==> config.mk <==
export PLATFORM = sky130hd
export DESIGN_NAME = ram_dp_responder_flat
export DESIGN_NICKNAME = d
export VERILOG_FILES = /design/src/rtl/ram_dp_responder_pkg.sv /design/src/rtl/ram_dp_responder_if.sv /design/src/rtl/ram_dp_responder_init_seq.sv /design/src/rtl/ram_dp_responder.sv /design/src/flat_wrapper.sv
export SDC_FILE = /design/constraint.sdc
export NUM_CORES = 1
export LEC_CHECK = 0
export BUFFER_PORTS_ARGS = -buffer_cell sky130_fd_sc_hd__buf_2
export CORE_ASPECT_RATIO = 1.75
export CORE_MARGIN = 10
export CORE_UTILIZATION = 34
export DETAILED_ROUTE_END_ITERATION = 10
export PLACE_DENSITY_LB_ADDON = 0.2
export SLEW_MARGIN = 20
export SYNTH_ARGS = -nofsm -noshare
export SYNTH_HDL_FRONTEND = slang
export SYNTH_SLANG_ARGS = --single-unit
==> constraint.sdc <==
create_clock -name clk -period 6 [get_ports clk]
set_clock_uncertainty 0.1 [all_clocks]
set_input_delay 1.5 -clock clk [delete_from_list [all_inputs] [get_ports clk]]
set_output_delay 1.5 -clock clk [all_outputs]
set_load 0.01 [all_outputs]
==> src/rtl/ram_dp_responder_pkg.sv <==
// Shared types and default geometry for the dual-port RAM responder and its interface.
package ram_pkg;

  localparam int RAM_ADDR_WIDTH = 4;
  localparam int RAM_DATA_WIDTH = 8;

  typedef enum logic {INIT, RUN} ram_state_e;

  typedef logic [RAM_ADDR_WIDTH-1:0] addr_t;
  typedef logic [RAM_DATA_WIDTH-1:0] data_t;

endpackage : ram_pkg

==> src/rtl/ram_dp_responder_if.sv <==
// RAM write/read request bus between a driver (master) and the RAM responder (slave).
interface ram_dp_responder_if
  import ram_pkg::*;
#(
  parameter int ADDR_WIDTH = RAM_ADDR_WIDTH,
  parameter int DATA_WIDTH = RAM_DATA_WIDTH
);

  logic                  wr_en;
  logic [ADDR_WIDTH-1:0] wr_addr;
  logic [DATA_WIDTH-1:0] wr_data;
  logic                  rd_en;
  logic [ADDR_WIDTH-1:0] rd_addr;
  logic [DATA_WIDTH-1:0] rd_data;
  logic                  rd_valid;
  logic                  init_done;
  logic                  req_drop;

  modport master (
    output wr_en, wr_addr, wr_data, rd_en, rd_addr,
    input  rd_data, rd_valid, init_done, req_drop
  );

  modport slave (
    input  wr_en, wr_addr, wr_data, rd_en, rd_addr,
    output rd_data, rd_valid, init_done, req_drop
  );

endinterface : ram_dp_responder_if

==> src/rtl/ram_dp_responder_init_seq.sv <==
// Post-reset init sweep: walks every address once, then parks in RUN until the next reset.
module ram_init_seq
  import ram_pkg::*;
#(
  parameter int ADDR_WIDTH = RAM_ADDR_WIDTH
) (
  input  logic                  clk,
  input  logic                  rst,
  output logic                  init_wr_en,
  output logic [ADDR_WIDTH-1:0] init_addr,
  output logic                  init_done
);

  localparam int                CNT_W = ADDR_WIDTH + 1;
  localparam int                DEPTH = 2 ** ADDR_WIDTH;
  localparam logic [CNT_W-1:0]  LAST  = CNT_W'(DEPTH - 1);

  ram_state_e       state;
  logic [CNT_W-1:0] cnt;

  // NOTE: sequential state uses non-blocking assignments so every flop samples pre-edge values.
  always_ff @(posedge clk) begin
    if (rst) begin
      state     <= INIT;
      cnt       <= '0;
      init_done <= 1'b0;
    end else begin
      case (state)
        INIT: begin
          cnt <= cnt + 1'b1;
          if (cnt == LAST) begin
            state     <= RUN;
            init_done <= 1'b1;
          end
        end
        RUN:     state <= RUN;
        default: state <= INIT;
      endcase
    end
  end

  assign init_wr_en = (state == INIT) && !rst;
  assign init_addr  = cnt[ADDR_WIDTH-1:0];

endmodule : ram_init_seq

==> src/rtl/ram_dp_responder.sv <==
// Simple dual-port synchronous RAM with one-cycle registered read, collision policy and
// a self-clearing init sweep after every reset.
module ram_dp_responder
  import ram_pkg::*;
#(
  parameter int                    ADDR_WIDTH  = RAM_ADDR_WIDTH,
  parameter int                    DATA_WIDTH  = RAM_DATA_WIDTH,
  parameter logic [DATA_WIDTH-1:0] INIT_VALUE  = '0,
  parameter bit                    WRITE_FIRST = 1'b1
) (
  input logic               clk,
  input logic               rst,
  ram_dp_responder_if.slave bus
);

  localparam int DEPTH = 2 ** ADDR_WIDTH;

  logic                  init_wr_en;
  logic [ADDR_WIDTH-1:0] init_addr;
  logic                  init_done;

  logic [DATA_WIDTH-1:0] mem [DEPTH];
  logic [DATA_WIDTH-1:0] rd_data_q;
  logic                  rd_valid_q;
  logic                  req_drop_q;
  logic                  collide;

  ram_init_seq #(
    .ADDR_WIDTH (ADDR_WIDTH)
  ) u_init_seq (
    .clk        (clk),
    .rst        (rst),
    .init_wr_en (init_wr_en),
    .init_addr  (init_addr),
    .init_done  (init_done)
  );

  // NOTE: the array has no reset branch on purpose; the init sweep clears it, which keeps it mappable to RAM macros.
  always_ff @(posedge clk) begin
    if (init_wr_en) begin
      mem[init_addr] <= INIT_VALUE;
    end else if (init_done && bus.wr_en) begin
      mem[bus.wr_addr] <= bus.wr_data;
    end
  end

  assign collide = WRITE_FIRST && bus.wr_en && (bus.wr_addr == bus.rd_addr);

  always_ff @(posedge clk) begin
    if (rst) begin
      rd_data_q  <= '0;
      rd_valid_q <= 1'b0;
      req_drop_q <= 1'b0;
    end else begin
      req_drop_q <= !init_done && (bus.wr_en || bus.rd_en);
      rd_valid_q <= init_done && bus.rd_en;
      if (init_done && bus.rd_en) begin
        rd_data_q <= collide ? bus.wr_data : mem[bus.rd_addr];
      end
    end
  end

  assign bus.rd_data   = rd_data_q;
  assign bus.rd_valid  = rd_valid_q;
  assign bus.init_done = init_done;
  assign bus.req_drop  = req_drop_q;

  // Request strobes must be known whenever the port is live.
  a_req_known : assert property (@(posedge clk) disable iff (rst)
    init_done |-> !$isunknown({bus.wr_en, bus.rd_en}));

endmodule : ram_dp_responder
==> src/flat_wrapper.sv <==
// flat-port wrapper written by rule: the top's interface ports become plain ports
module ram_dp_responder_flat import ram_pkg::*;
#(
  parameter int                    ADDR_WIDTH  = RAM_ADDR_WIDTH,
  parameter int                    DATA_WIDTH  = RAM_DATA_WIDTH,
  parameter logic [DATA_WIDTH-1:0] INIT_VALUE  = '0,
  parameter bit                    WRITE_FIRST = 1'b1
)
  (clk, rst, bus_wr_en, bus_wr_addr, bus_wr_data, bus_rd_en, bus_rd_addr, bus_rd_data, bus_rd_valid, bus_init_done, bus_req_drop);
  ram_dp_responder_if #(.ADDR_WIDTH(ADDR_WIDTH), .DATA_WIDTH(DATA_WIDTH)) bus_i ();
  input logic clk;
  input logic rst;
  input wire logic [$bits(bus_i.wr_en)-1:0] bus_wr_en;
  input wire logic [$bits(bus_i.wr_addr)-1:0] bus_wr_addr;
  input wire logic [$bits(bus_i.wr_data)-1:0] bus_wr_data;
  input wire logic [$bits(bus_i.rd_en)-1:0] bus_rd_en;
  input wire logic [$bits(bus_i.rd_addr)-1:0] bus_rd_addr;
  output wire logic [$bits(bus_i.rd_data)-1:0] bus_rd_data;
  output wire logic [$bits(bus_i.rd_valid)-1:0] bus_rd_valid;
  output wire logic [$bits(bus_i.init_done)-1:0] bus_init_done;
  output wire logic [$bits(bus_i.req_drop)-1:0] bus_req_drop;
  assign bus_i.wr_en = bus_wr_en;
  assign bus_i.wr_addr = bus_wr_addr;
  assign bus_i.wr_data = bus_wr_data;
  assign bus_i.rd_en = bus_rd_en;
  assign bus_i.rd_addr = bus_rd_addr;
  assign bus_rd_data = bus_i.rd_data;
  assign bus_rd_valid = bus_i.rd_valid;
  assign bus_init_done = bus_i.init_done;
  assign bus_req_drop = bus_i.req_drop;
  ram_dp_responder #(.ADDR_WIDTH(ADDR_WIDTH), .DATA_WIDTH(DATA_WIDTH), .INIT_VALUE(INIT_VALUE), .WRITE_FIRST(WRITE_FIRST)) u_core (.clk(clk), .rst(rst), .bus(bus_i));
endmodule
== Word-level counts from Yosys, hierarchy flattened ==
Memories as Yosys holds them, arrays and structs flattened.
Index checks and enable logic that the tools add are counted.

* Add/subtract/negate cells: 1
* Multiply operators: 0
* Divide/modulo/power cells: 0
* Magnitude comparators: 0
* Equal/unequal tests: 2
* Shift-type cells: 0
* Muxes and demuxes: 11
* Bitwise logic cells: 1
* Reductions and logical operators: 10

{| class="wikitable"
|+ Operators with widths
! operator !! number
|-
| $mux W8 || 2
|-
| $reduce_or A8 Y1 || 1
|-
| $mux W1 || 7
|-
| $add A5 B1 Y5 const B || 1
|-
| $eq A5 B4 Y1 const B || 1
|-
| $logic_and A1 B1 Y1 || 5
|-
| $eq A4 B4 Y1 || 1
|-
| $mux W4 || 1
|-
| $logic_not A1 Y1 || 2
|-
| $pmux W1 S2 || 1
|-
| $reduce_and A2 Y1 || 1
|-
| $logic_or A1 B1 Y1 || 1
|-
| $not A1 Y1 || 1
|}

* Register bits: 17
* Bits in latches: 0
* RAM bits: 128
* Bits in read-only memories: 0
* Input bits: 20
* Logic and storage cells: 32
* Memories kept: 1

{| class="wikitable"
|+ Memories
! memory !! words !! bits a word !! rd ports !! clocked after Yosys merged registers in !! write ports !! RTL line !! text
|-
| u_core.mem || 16 || 8 || 1 || 0 || 1 || ram_dp_responder.sv:22 || <nowiki>logic [DATA_WIDTH-1:0] mem [DEPTH];</nowiki>
|}

== Logic depth before layout (Yosys ltp) ==
Gate-level depths: netlist of run 1.

* Depth in word-level cells: 6
* Mapped depth: 7
* Mapped depth without buffers: 6

== By module ==
Synthesis of run 1 repeated with hierarchy kept, for this count alone.

* Cell total of the unflattened synthesis: 365
* Area total of the unflattened synthesis: 6038.3 µm²

{| class="wikitable"
|+ Modules (own cells, without submodules)
! module !! times used !! cells each !! area an instance (µm²) !! sequential area each (µm²)
|-
| ram_dp_responder || 1 || 329 || 5698.0 || 4043.9
|-
| ram_init_seq || 1 || 36 || 340.3 || 140.1
|}

== Worst setup path before layout of run 1 ==
OpenSTA, ideal clock, no wires.

* Kind: input port to flip-flop
* From: input port rst
* To: memory u_core.mem[15][0] (netlist name), enable pin
* Arrival: 2.731 ns
* Required time: 5.530 ns
* Slack: 2.799 ns
* Stages: 5
* Path buffers: 1
* Cells stage by stage: clkbuf_1 > nor2_1 > nor2_1 > a31oi_1 > nor2_1

* Longest elaborated chain between the ends: 6

{| class="wikitable"
|+ RTL lines
! element !! RTL line !! text
|-
| start, declared || flat_wrapper.sv:12 || <nowiki>input logic rst;</nowiki>
|-
| $logic_not A1 Y1 * || ram_dp_responder_init_seq.sv:42 || <nowiki>assign init_wr_en = (state == INIT) && !rst;</nowiki>
|-
| $logic_and A1 B1 Y1 * || ram_dp_responder_init_seq.sv:42 ||
|-
| $mux W1 || ram_dp_responder.sv:40 || <nowiki>if (init_wr_en) begin</nowiki>
|-
| $mux W1 (implied by the code) || ram_dp_responder.sv:43 || <nowiki>mem[bus.wr_addr] <= bus.wr_data;</nowiki>
|-
| $reduce_or A8 Y1 (no source line) || -- ||
|-
| $mux W4 (no source line) / $mux W1 (equally long branches) || -- ||
|-
| end, declared || ram_dp_responder.sv:22 ||
|}

Every way passes the cells marked *; elsewhere a longest branch is shown, timed or not.

== Final worst setup path of run 1 ==
* From: input port rst
* To: memory u_core.mem[3][3] (netlist name), enable pin

The elaborated chain is that of the path after synthesis.

==> results.txt, run 1 <==
----------------------------------------------------
[Clock tree]
  Clk sink count ... 145
  H-Tree Depth ... 4
  Post-CTS setup-driven buffer insertion count ... 0
  Number of gates resized after cts ... 0
  Total CTS buffers ... 17
  Buffers from clock root to sink, at most ... 2
  Clock slew seen by the registers of the worst setup and hold paths ... 0.06 ns
  Clock tree from TritonCTS ... yes
  Clock latency on the worst-skew pair ... 0.41 ns
  # hold bufs at CTS ... 0
  CTS root buf ... clkbuf_16

[STA]
  RSZ-0062 raised after global routing ... false
  Pin slew with the least headroom to its limit ... 0.905 ns
  Hold Fails Final Rpt ... 0
  Final Slew Violations ... 0
  Setup_tns ... 0 ns
  Post-layout min period ... 3.53 ns
  Worst slew margin ... 39.7%
  FMAX ... 0.284 GHz
  Post-Route Hold Slack ... 0.390 ns
  Count of final setup violators ... 0
  Period Utilization, post-route ... 58.8%

[Detailed routing]
  Number of iterations in the first detailed-routing pass ... 5
  Violation count after the first detailed-routing iteration ... 310
  Routed WL per cell ... 22.9 µm
  Routed via count divided by cell count ... 5.20
  Drt drc ... 0
  Number of vias after detailed routing ... 3259
  Count of nets left with antenna violations after detail routing ... 0
  Final routed wirelength across all metal layers ... 14300 µm

[Critical path]
  Reg-to-reg setup timing slack ... 3.27 ns
  CP max-delay cell ... nor2_1
  Kind of capture point of the worst setup path ... flip-flop
  Number of cells traversed by the worst register-to-register path ... 4
  Critical Path RT ... 5.94 ns
  Cell chain of the critical path ... buf_2, nor2_1, nor2_1, a31oi_1, nor2_1
  Category of the worst setup path launch point ... input pin
  Critical-path maximum fanout ... 20
  Data arrival time of the critical path ... 3.46 ns
  Worst reg2reg path endpoint ... u_core.mem[3][3]
  Reg2reg start ... u_core.u_init_seq.state
  Peak per-stage delay on the critical path ... 0.71 ns
  Start-to-end type of the worst setup path ... input pin to flip-flop
  Crit-path most repeated cell ... nor2_1

[Floorplan]
  Rows ... 63
  Die footprint ... 23400 µm²
  Ports placed on the boundary ... 31
  Initial core utilization ... 34.9%
  Chip width ... 120 µm
  Overall die height ... 195 µm
  Placeable core region ... 17000 µm²

[Yosys]
  Post-synthesis adder-cell area fraction ... 0.421%
  Area share of xor/xnor cells in the synthesized design ... 1.03%
  Mapped Nets ... 378
  Part of the Yosys area used for sequential elements ... 70.4%
  Post-synthesis average cell area ... 16.7 µm²
  Share of cell area taken by muxes after synthesis ... 14.2%
  Largest family of logic cells by synthesized area ... multiplexers
  Ys Warns ... 0
  Dominant synthesized flop cell ... edfxtp_1
  Distinct cell type count of the synthesized netlist ... 37
  Post-synthesis cell area ... 5940 µm²
  Compound-Gate Fraction of Synth Area ... 5.88%
  Post-synth EDFFs ... 128
  Async SR Flop Fraction ... 0%
  Cells after Synth ... 356
  FF+latch count, synth ... 145
  Area share of and/or/nand/nor cells after synthesis ... 5.90%

[Layout]
  Area taken by flip-flops and latches ... 4180 µm²
  Area taken by multi-input logic gates ... 1630 µm²
  Most common library cell in the layout ignoring fill and taps ... edfxtp_1
  Filler cell count in the final layout ... 1579
  Area added between synthesis and finish ... 15.6%
  Layout net count ... 410
  Inserted Diodes ... 0
  Ratio of cells with drive above 1 in the final layout ... 22.0%
  Top library cells by usage in the layout, fill and taps aside ... 128 x edfxtp_1, 40 x nor2_1, 30 x buf_2

[Power and ir drop]
  Part of the power in registers ... 49.1%
  P_sw ... 0.000463 W
  Areal power density over the cells ... 327 nW/µm²
  Static Leakage ... 2.52 nW
  Combinational fraction of design power ... 4.0%
  Max rail drop VDD ... 187 µV
  Clock share of power ... 46.9%
  Switching share of total power ... 20.6%
  Internal power ... 0.00178 W

[Job]
  Maxcap violations ... 0

[Run status]
  Run status ... complete, no violations

[Global routing]
  Vias in the first global route ... 3471
  Largest net degree at the start of global routing ... 28
  Aggregate global routing overflow ... 0
  First-pass GRT wire length ... 21600 µm
  Number of antenna violations at the first check in global routing ... 0
  Global-route total usage across every layer ... 12.5%

[Min path]
  Type of the worst min-delay path ... flip-flop to flip-flop
  Startpoint of the worst hold path ... u_core.u_init_seq.cnt[4]
  Worst hold path depth ... 2
  Hold EP ... u_core.u_init_seq.cnt[4]

[Place]
  Global placer's final weighted congestion ... 0.897
  Detailed Place HPWL ... 10100 µm
  Count of input and output buffers ... 30

----------------------------------------------------
stage by stage:
| step | area, µm² | util (%) | setup slack (ns) | power (W) | instances |
|---|---|---|---|---|---|
| 4_1_cts | 6870 | 40.3 | 2.49 | 0.00227 | 627 |
| 3_5_place_dp | 6280 | 36.9 | 2.04 | 0.00121 | 596 |
| 2_1_floorplan | 5940 | - | 2.80 | 0.00118 | 356 |
| 3_3_place_gp | 6280 | 36.9 | 2.13 | 0.00121 | 596 |
| 6_report | 6870 | 40.3 | 2.47 | 0.00224 | 627 |
| 5_1_grt | 6870 | 40.3 | 2.36 | 0.00232 | 627 |
area by class of cell:
type	count	area share, %
clock buffers	18	6.25
repair buffers	31	2.30
flip-flops and latches	145	60.9
well taps	227	4.14
clock inverters	13	2.37
multi-input cells	187	23.7
inverters	6	0.328
critical path, delay by kind of cell:
family | cells | cell delay (ns)
buffers and inverters | 1 | 0.32
AO/OA/AOI/OAI | 1 | 0.30
AND/OR/NAND/NOR | 3 | 1.33
cells in the mapped netlist, types with 8 or more instances:
library cell	instances	area share (%)
o21ai_0	8	0.67
mux2i_1	17	2.9
buf_2	8	0.67
mux4_2	13	4.9
a221oi_1	8	1.2
mux2_2	8	1.5
edfxtp_1	128	65
a21oi_1	11	0.93
nand2_1	11	0.70
nor2_1	40	2.5
and2_1	8	0.84
a31oi_1	13	1.4
dfxtp_1	17	5.7
mux4_1	11	4.9
worst max path at each step:
| stage | to | slack [ns] | start | depth (start not counted) |
|---|---|---|---|---|
| global placement | u_core.mem[14][3] | 2.13 | rst | 5 |
| CTS | u_core.mem[3][3] | 2.49 | rst | 5 |
| finish | u_core.mem[3][3] | 2.47 | rst | 5 |
| floorplan | u_core.mem[15][0] | 2.80 | rst | 5 |
| global route | u_core.mem[7][5] | 2.36 | rst | 5 |
| detailed placement | u_core.mem[3][7] | 2.04 | rst | 5 |
per-layer routing:
| layer | global-route usage [%] | vias up | part of all wire (%) |
|---|---|---|---|
| met2 | 22.7 | 103 | 56 |
| met4 | 6.98 | 0 | 4.1 |
| met5 | 0 | - | 0 |
| met3 | 2.81 | 34 | 4.0 |
| li1 | - | 1479 | - |
| met1 | 12.7 | 1643 | 36 |
cell families (layout without fill, tap and decap cells):
family / count (synthesis) / after routing
xor gates and xnor gates: 7 / 7
adders and majority gates: 2 / 2
muxes: 49 / 49
AOI/OAI and AO/OA: 52 / 52
DFF: 145 / 145
and+or+nand+nor: 77 / 77
buffers and inverters: 24 / 68
sequential cells by signal (all words and copies together), names as in the netlist:
| register | cells |
|---|---|
| u_core.bus.rd_data | 8 |
| u_core.bus.rd_valid | 1 |
| u_core.bus.req_drop | 1 |
| u_core.mem | 128 |
| u_core.u_init_seq.cnt | 5 |
| u_core.u_init_seq.init_done | 1 |
| u_core.u_init_seq.state | 1 |
power groups by stage:
stage	clock network, W	logic [W]	registers, W
2_1_floorplan	0	0.0000618	0.00112
3_3_place_gp	0	0.0000895	0.00112
3_5_place_dp	0	0.0000902	0.00112
4_1_cts	0.00108	0.0000905	0.00110
5_1_grt	0.00112	0.0000960	0.00110
6_report	0.00105	0.0000893	0.00110
Note: power is estimated with default switching activity, not from simulation.
==> inputs of run 2 (changes only) <==
==> constraint.sdc (replaced) <==
create_clock -name clk -period 3.6 [get_ports clk]
set_clock_uncertainty 0.1 [all_clocks]
set_input_delay 0.9 -clock clk [delete_from_list [all_inputs] [get_ports clk]]
set_output_delay 0.9 -clock clk [all_outputs]
set_load 0.01 [all_outputs]
==> results.txt, run 2 (synthesis results as in run 1) <==
----------------------------------------------------
[Floorplan]
  Overall die height ... 195 µm (unchanged)
  Initial core utilization ... 34.9% (unchanged)
  Ports placed on the boundary ... 31 (unchanged)
  Chip width ... 120 µm (unchanged)
  Die footprint ... 23400 µm² (unchanged)
  Rows ... 63 (unchanged)
  Placeable core region ... 17000 µm² (unchanged)

[Clock tree]
  H-Tree Depth ... 4 (unchanged)
  Clock tree from TritonCTS ... yes
  Total CTS buffers ... 17 (unchanged)
  Post-CTS setup-driven buffer insertion count ... 0 (unchanged)
  Clock slew seen by the registers of the worst setup and hold paths ... 0.06 ns (about the same)
  Number of gates resized after cts ... 0 (unchanged)
  CTS root buf ... clkbuf_16
  Buffers from clock root to sink, at most ... 2 (unchanged)
  Clk sink count ... 145 (unchanged)
  # hold bufs at CTS ... 0 (unchanged)
  Clock latency on the worst-skew pair ... 0.41 ns (about the same)

[Min path]
  Hold EP ... u_core.u_init_seq.cnt[4]
  Worst hold path depth ... 2 (unchanged)
  Type of the worst min-delay path ... flip-flop to flip-flop
  Startpoint of the worst hold path ... u_core.u_init_seq.cnt[4]

[Power and ir drop]
  Internal power ... 0.00299 W (+68%)
  Switching share of total power ... 21.1% (+0.44 points)
  Part of the power in registers ... 48.5% (-0.6 points)
  P_sw ... 0.000798 W (+72%)
  Static Leakage ... 2.63 nW (+4.4%)
  Clock share of power ... 47.1% (+0.2 points)
  Max rail drop VDD ... 284 µV (+51%)
  Combinational fraction of design power ... 4.4% (+0.4 points)
  Total power draw ... 0.00379 W (+69%)
  Areal power density over the cells ... 537 nW/µm² (+64%)

[STA]
  Setup WS post-layout ... 0.926 ns (-1.55 ns)
  Final Slew Violations ... 0 (unchanged)
  Count of final setup violators ... 0 (unchanged)
  Period Utilization, post-route ... 74.3%
  Setup_tns ... 0 ns (unchanged)
  FMAX ... 0.374 GHz
  Hold Fails Final Rpt ... 0 (unchanged)
  Worst slew margin ... 35.1% (-4.5 points)
  Post-layout min period ... 2.67 ns
  RSZ-0062 raised after global routing ... false
  Pin slew with the least headroom to its limit ... 0.969 ns (+0.0642 ns)

[Critical path]
  Critical-path maximum fanout ... 20 (unchanged)
  Worst reg2reg path endpoint ... u_core.mem[2][4]
  Number of cells traversed by the worst register-to-register path ... 4 (unchanged)
  CP max-delay cell ... nor2_1
  Start-to-end type of the worst setup path ... input pin to flip-flop
  Reg2reg start ... u_core.u_init_seq.state
  Critical Path RT ... 3.53 ns (-2.41 ns)
  Data arrival time of the critical path ... 2.60 ns (-0.86 ns)
  Cell chain of the critical path ... buf_2, o211ai_2, nor3b_1, a31oi_1, nor2_1
  Kind of capture point of the worst setup path ... flip-flop
  Peak per-stage delay on the critical path ... 0.79 ns (+0.08 ns)
  Category of the worst setup path launch point ... input pin
  Reg-to-reg setup timing slack ... 1.10 ns (-2.17 ns)

[Global routing]
  Largest net degree at the start of global routing ... 23 (-18%)
  Aggregate global routing overflow ... 0 (unchanged)
  Global-route total usage across every layer ... 12.5% (about the same)
  Vias in the first global route ... 3415 (-1.6%)
  First-pass GRT wire length ... 21500 µm (-0.67%)
  Number of antenna violations at the first check in global routing ... 0 (unchanged)

[Detailed routing]
  Drt drc ... 0 (unchanged)
  Number of vias after detailed routing ... 3260 (+0.031%)
  Routed WL per cell ... 22.1 µm (-3.4%)
  Number of iterations in the first detailed-routing pass ... 5 (unchanged)
  Final routed wirelength across all metal layers ... 14300 µm (-0.28%)
  Count of nets left with antenna violations after detail routing ... 0 (unchanged)
  Routed via count divided by cell count ... 5.04 (-3.1%)
  Violation count after the first detailed-routing iteration ... 277 (-11%)

[Layout]
  Ratio of cells with drive above 1 in the final layout ... 26.0% (+4.0 points)
  Layout net count ... 429 (+4.6%)
  Most flop-heavy register ... u_core.mem
  Inserted Diodes ... 0 (unchanged)
  Most common library cell in the layout ignoring fill and taps ... edfxtp_1
  Max FFs per register ... 128 (unchanged)
  Post-layout utilization of the core ... 41.4% (+1.1 points)
  Top library cells by usage in the layout, fill and taps aside ... 128 x edfxtp_1, 40 x nor2_1, 30 x buf_2
  Area added between synthesis and finish ... 18.7%

[Place]
  Pre-CTS WS ... 0.490 ns (-1.55 ns)
  Count of input and output buffers ... 30 (unchanged)
  Detailed Place HPWL ... 10200 µm (+0.39%)
  Global placer's final weighted congestion ... 0.857 (-4.5%)

[Job]
  Maxcap violations ... 0 (unchanged)

[Run status]
  Run status ... complete, no violations

----------------------------------------------------
==> run 2: changes by cell type in the layout (fill, tap and decap cells not counted), sizes merged <==
| cell | delta |
|---|---|
| buf | +19 |
| clkbuf | -1 |
| clkinv | -2 |
| clkinvlp | +2 |
| inv | +2 |
==> run 2: final cells by class <==
type	instances	area, µm²
well taps	227	284
clock buffers	17	425
multi-input cells	187	1630
inverters	6	22.5
flip-flops and latches	145	4180
fillers	1590	9970
clock inverters	15	184
repair buffers	50	325
==> run 2: worst max-delay path by stage <==
stage / start / endpoint / slack [ns] / cells past startpoint
2_1_floorplan: rst / u_core.mem[15][0] / 1.0 / 5
3_3_place_gp: bus_rd_addr[0] / u_core.bus.rd_data[1] / 0.56 / 6
3_5_place_dp: rst / u_core.mem[2][3] / 0.49 / 5
4_1_cts: rst / u_core.mem[2][1] / 0.93 / 5
5_1_grt: rst / u_core.mem[2][6] / 0.82 / 5
6_report: rst / u_core.mem[2][4] / 0.93 / 5
==> run 2: stage by stage <==
step	area (µm²)	hold WS (ns)	cells
6_report	7050	0.392	647
5_1_grt	7050	0.438	647
4_1_cts	7050	0.399	647
3_5_place_dp	6440	0.383	615
3_3_place_gp	6440	0.382	615
2_1_floorplan	5940	0.354	356
==> run 2: worst max-delay path, delay by kind of cell <==
family / cells / cell delay, ns
and+or+nand+nor: 2 / 1.03
buffers and inverters: 1 / 0.31
AOI/OAI and AO/OA: 2 / 0.35
==> run 2: power by group through the flow <==
stage	Clock, W	Combinational, W	Sequential [W]
3_3_place_gp	0	0.000167	0.00187
5_1_grt	0.00189	0.000179	0.00184
6_report	0.00178	0.000166	0.00184
3_5_place_dp	0	0.000168	0.00187
4_1_cts	0.00182	0.000169	0.00184
2_1_floorplan	0	0.000103	0.00187
==> run 2: routing by layer <==
metal  wire length, µm  track usage (%)  share of wire (%)
met3               495             3.16                3.5
met1              5270             12.5                 37
met5                 0                0                  0
met2              7860             22.6                 55
met4               678             7.20                4.7
